File: config.mk
export PLATFORM = sky130hd
export DESIGN_NAME = serial_add_ctrl
export DESIGN_NICKNAME = d
export VERILOG_FILES = /design/src/rtl/serial_add_ctrl.sv
export SDC_FILE = /design/constraint.sdc
export NUM_CORES = 1
export LEC_CHECK = 0
export ABC_AREA = 1
export ABC_CLOCK_PERIOD_IN_PS = 1800
export CAP_MARGIN = 20
export CORE_ASPECT_RATIO = 1.5
export CORE_MARGIN = 2
export CORE_UTILIZATION = 40
export DETAILED_ROUTE_END_ITERATION = 7
export PLACE_DENSITY = 0.66
export RECOVER_POWER = 100
export SYNTH_ARGS = -nofsm -noshare
export SYNTH_HDL_FRONTEND = slang
export SYNTH_SLANG_ARGS = --single-unit
File: constraint.sdc
create_clock -name clk -period 1.8 [get_ports clk]
set_input_delay 0.54 -clock clk [delete_from_list [all_inputs] [get_ports clk]]
set_output_delay 0.54 -clock clk [all_outputs]
set_load 0.005 [all_outputs]
File: src/rtl/serial_add_ctrl.sv
// rtl/serial_add_ctrl.sv - bit-serial adder sequencer around a one-bit full adder, LSB first
// Optional SERIAL_ADD_SUB_EN adds a sub input (a-b) and a signed-overflow output ovf.

module bAdd (
  input  logic a,
  input  logic b,
  input  logic c_in,
  output logic sum,
  output logic c_out
);
  assign sum   = a ^ b ^ c_in;
  assign c_out = (a & b) | (c_in & (a ^ b));
endmodule

module serial_add_ctrl #(
  parameter int WIDTH = 8,
  parameter int CNT_W = $clog2(WIDTH) + 1
) (
  input  logic             clk,
  input  logic             rst_n,
  input  logic             start,
  input  logic [WIDTH-1:0] a,
  input  logic [WIDTH-1:0] b,
  input  logic             c_in,
`ifdef SERIAL_ADD_SUB_EN
  input  logic             sub,
  output logic             ovf,
`endif
  output logic             ready,
  output logic             busy,
  output logic             done,
  output logic [WIDTH-1:0] sum,
  output logic             c_out
);

  typedef enum logic {IDLE, RUN} state_t;

  state_t           state, state_nxt;
  logic [WIDTH-1:0] a_sh, b_sh;
  logic             carry;
  logic [CNT_W-1:0] cnt;
  logic             bit_sum, bit_cout;
  logic             last_bit;
  logic             load_carry;
  logic [WIDTH-1:0] load_b;

  bAdd u_badd (
    .a     (a_sh[0]),
    .b     (b_sh[0]),
    .c_in  (carry),
    .sum   (bit_sum),
    .c_out (bit_cout)
  );

  assign last_bit = (cnt == CNT_W'(WIDTH - 1));

`ifdef SERIAL_ADD_SUB_EN
  // Subtraction is a + ~b + 1; the caller's c_in is irrelevant then.
  assign load_b     = sub ? ~b : b;
  assign load_carry = sub ? 1'b1 : c_in;
`else
  assign load_b     = b;
  assign load_carry = c_in;
`endif

  always_ff @(posedge clk or negedge rst_n) begin
    if (!rst_n) state <= IDLE;
    else        state <= state_nxt;
  end

  always_comb begin
    state_nxt = state;
    ready     = 1'b0;
    busy      = 1'b0;
    case (state)
      IDLE: begin
        ready = 1'b1;
        if (start) state_nxt = RUN;
      end
      RUN: begin
        busy = 1'b1;
        if (last_bit) state_nxt = IDLE;
      end
      default: state_nxt = IDLE;
    endcase
  end

  always_ff @(posedge clk or negedge rst_n) begin
    if (!rst_n) begin
      a_sh  <= '0;
      b_sh  <= '0;
      carry <= 1'b0;
      cnt   <= '0;
      sum   <= '0;
      c_out <= 1'b0;
      done  <= 1'b0;
`ifdef SERIAL_ADD_SUB_EN
      ovf   <= 1'b0;
`endif
    end else begin
      done <= 1'b0;
      if (state == IDLE) begin
        if (start) begin
          a_sh  <= a;
          b_sh  <= load_b;
          carry <= load_carry;
          cnt   <= '0;
        end
      end else begin
        // sum doubles as the result shift register, filled from the MSB end
        sum   <= {bit_sum, sum[WIDTH-1:1]};
        carry <= bit_cout;
        a_sh  <= a_sh >> 1;
        b_sh  <= b_sh >> 1;
        cnt   <= cnt + 1'b1;
        if (last_bit) begin
          c_out <= bit_cout;
          done  <= 1'b1;
`ifdef SERIAL_ADD_SUB_EN
          ovf   <= carry ^ bit_cout;
`endif
        end
      end
    end
  end

endmodule

==> results by group <==
Global route
  • Pin count of the biggest net entering global routing: 33
  • Number of global-route vias before repair: 1117
  • Global-route wire length before repair: 4.69 mm
  • Total GRT Usage: 15.8%
  • Number of antenna violations at the first check in global routing: 0
  • GRT Residual Overflow: 0

Logic synthesis
  • Flop and latch count out of synthesis: 32
  • Synthesized Nets: 182
  • Post-Synthesis Mean Instance Area: 8.68 um2
  • Unique cell type count in the Yosys netlist: 18
  • Combined area of all synthesized cells: 0.00139 mm2
  • Number of instances in the synthesized netlist: 160
  • Count of yosys warnings during synthesis: 0
  • Share of synthesized area occupied by flip-flops and latches: 57.7%

Cells and area
  • Cell area after layout: 0.00182 mm2
  • Number of inserted filler cells in the final layout: 329
  • Fraction of final layout cells sized beyond drive strength 1: 6.57%
  • Count of antenna diodes in the layout: 0
  • Final standard cell count with taps included and fillers excluded: 240
  • Layout-stage area growth over the synthesis result: 30.7%
  • Most frequent cells in the layout: sky130_fd_sc_hd__nand2_1 (84), sky130_fd_sc_hd__dfrtp_1 (32), sky130_fd_sc_hd__clkdlybuf4s50_1 (29)
  • Nets@finish: 219
  • Commonest non-fill, non-tap cell in the layout: sky130_fd_sc_hd__nand2_1

Worst hold path
  • Instance count along the most critical hold path: 2
  • Path type of the worst min-delay path: flop to flop
  • Worst min-delay path startpoint: sum[0]$_DFFE_PN0P_

Setup path
  • Setup slack of the worst register-to-register path: 0.30 ns
  • CP peak stage delay: 0.51 ns
  • Kind of cell adding the most delay to the critical path: buffers and inverters
  • Crit path required time: 1.26 ns
  • Nature of the critical path endpoint: output pin
  • Slowest stage cell, crit path: sky130_fd_sc_hd__clkdlybuf4s50_1
  • CP cell instances: clkdlybuf4s50_1
  • Capture point of the worst path: sum[6]
  • Buffering stage count on the worst path with inverters included: 1
  • Type of the setup path with the least slack: flop to output pin
  • CP Max Fanout: 3
  • Critical R2R Launch: state$_DFF_PN0_
  • WP data arrival: 1.17 ns
  • Critical Path Start Type: flop
  • Critical path startpoint: sum[6]$_DFFE_PN0P_
  • Worst R2R End: cnt[0]$_DFFE_PN0P_
  • R2R depth: 6
  • Depth of the critical timing path with buffers and inverters included: 1

CTS
  • Post-cts hold buffer count: 0
  • Total clock buffers created by CTS: 5
  • CTS max path bufs: 2
  • Worst-Skew Late Latency: 0.28 ns
  • Num Clock Sinks: 32
  • Clock tree from TritonCTS: built
  • Maximum level of the CTS H-tree: 2
  • Register clock-pin slew on the reported worst setup and hold paths: 0.06 ns
  • Cell at the root of the clock tree: sky130_fd_sc_hd__clkbuf_8

Outcome
  • Status: finished, final reports clean

Floorplan
  • Top-level I/O count: 32
  • Std cell rows: 26
  • Chip height: 76.2 um
  • Core ar.: 0.00335 mm2
  • Horiz. Die Dim: 52.1 um
  • Full die area: 0.00397 mm2
  • Effective utilization at floorplan: 41.4%

Pwr
  • Design Power: 2.68 mW
  • Worst IR drop on VDD: 0.943 mV
  • Leak: 0.919 nW
  • Power Dens Cells: 1480 mW/mm2

Timing
  • Final critical-path share of the clock period: 95.1%
  • Total count of hold-check failures in the final report: 0
  • Slew at the pin closest to its max-slew limit: 0.761 ns
  • Post-route setup TNS: 0 ns
  • Final setup margin: 0.0887 ns
  • Worst clock skew on the final layout: 0.00597 ns
  • Final Max Slew Viols: 0
  • Final critical-path required period: 1.71 ns
  • Setup repair after global routing missed its margin: no
  • Slew Limit Headroom: 49.3%
  • Maximum clock frequency: 584 MHz
  • # setup viols final: 0

Detailed routing
  • Avg WL per Cell: 10.8 um
  • Final routed wirelength across all metal layers: 2.59 mm
  • Overall via count from detail_route: 1124
  • Detailed-routing iteration count for the pre-antenna-repair pass: 4
  • Routed vias/inst: 4.68
  • DR iter-0 viols: 22
  • Remaining antenna violation count: 0
  • Count of unresolved DRC violations after routing: 0

Placed design
  • Routability congestion estimate: 0.715
  • Number of placed cells counting well taps: 231
  • Number of buffer cells added on primary ports: 31
  • HPWL after detailed placement: 1.88 mm
  • Placement-stage cell area: 0.00174 mm2
  • Post-Place Setup Slack: 0.205 ns

Run
  • Number of max-cap violations: 0
==> layer usage <==
| metal | vias to the layer above | global-route usage, % | wire (um) |
|---|---|---|---|
| met5 | - | 0 | 0 |
| met4 | 0 | 7.89 | 64 |
| met3 | 7 | 5.29 | 116 |
| met2 | 21 | 25.3 | 1320 |
| met1 | 529 | 18.3 | 1090 |
| li1 | 567 | - | - |
==> timing repair <==
| action | 4_1_cts | 5_1_grt |
|---|---|---|
| buffers inserted | 1 | 0 |
| gates resized for setup | 1 | 0 |
| setup endpoints to repair | 1 | 0 |
==> registers in the layout (all words and copies together) (netlist names) <==
register and flops:
state 1, sum 8, a_sh 8, done 1, carry 1, cnt 4
c_out 1, b_sh 8
==> worst min-delay path by stage <==
| stage | endpoint |
|---|---|
| floorplan | a_sh[0]$_DFFE_PN0P_ |
| global placement | sum[0]$_DFFE_PN0P_ |
| detailed placement | sum[0]$_DFFE_PN0P_ |
| CTS | c_out$_DFFE_PN0P_ |
| global route | c_out$_DFFE_PN0P_ |
| finish | sum[0]$_DFFE_PN0P_ |
==> synthesized netlist by cell type <==
cell	count	area (um2)
sky130_fd_sc_hd__o21ai_0	3	15.0
sky130_fd_sc_hd__buf_4	1	7.51
sky130_fd_sc_hd__nor2_4	1	11.3
sky130_fd_sc_hd__inv_4	1	6.26
sky130_fd_sc_hd__nand4_1	1	6.26
sky130_fd_sc_hd__nand2_1	84	315
sky130_fd_sc_hd__dfrtp_1	32	801
sky130_fd_sc_hd__nor2_1	2	7.51
sky130_fd_sc_hd__buf_6	3	33.8
sky130_fd_sc_hd__nand3_1	17	85.1
sky130_fd_sc_hd__fa_1	1	20.0
sky130_fd_sc_hd__nand2_2	1	6.26
sky130_fd_sc_hd__a21oi_1	2	10.0
sky130_fd_sc_hd__ha_1	1	12.5
sky130_fd_sc_hd__buf_8	1	15.0
sky130_fd_sc_hd__inv_1	6	22.5
sky130_fd_sc_hd__buf_2	2	10.0
sky130_fd_sc_hd__inv_2	1	3.75
==> tightest hold or removal path, delay by kind of cell (launching register included) <==
kind             cells  cell delay [ns]
flip-flops           1             0.35
AND/OR/NAND/NOR      2             0.10
==> report_power, final <==
group | total [mW] | internal (mW) | switching (mW)
logic | 0.954 | 0.483 | 0.470
registers | 1.18 | 1.01 | 0.178
clock network | 0.548 | 0.311 | 0.237
==> through the flow <==
| stage | util, % | hold slack [ns] |
|---|---|---|
| 6_report | 54.2 | 0.478 |
| 5_1_grt | 54.2 | 0.513 |
| 4_1_cts | 54.7 | 0.482 |
| 3_5_place_dp | 51.8 | 0.467 |
| 3_3_place_gp | 51.8 | 0.457 |
| 2_1_floorplan | - | 0.244 |
==> area by class of cell <==
cell class                 count  area (um2)  area share [%]
inverter                       8        32.5            1.79
clock buffer                   8        90.1            4.96
timing repair buffer          37         358            19.7
multi-input combinational    113         482            26.5
tap                           42        52.6            2.89
sequential                    32         801            44.1
==> cell families (layout without fill, tap and decap cells) <==
group | Yosys count | after routing | synth area share, %
buf+inv | 15 | 53 | 7.12
simple gates | 106 | 106 | 31.1
flops | 32 | 32 | 57.7
fa+ha+maj | 2 | 2 | 2.34
compound gates | 5 | 5 | 1.80
Note: power is estimated with default switching activity, not from simulation.
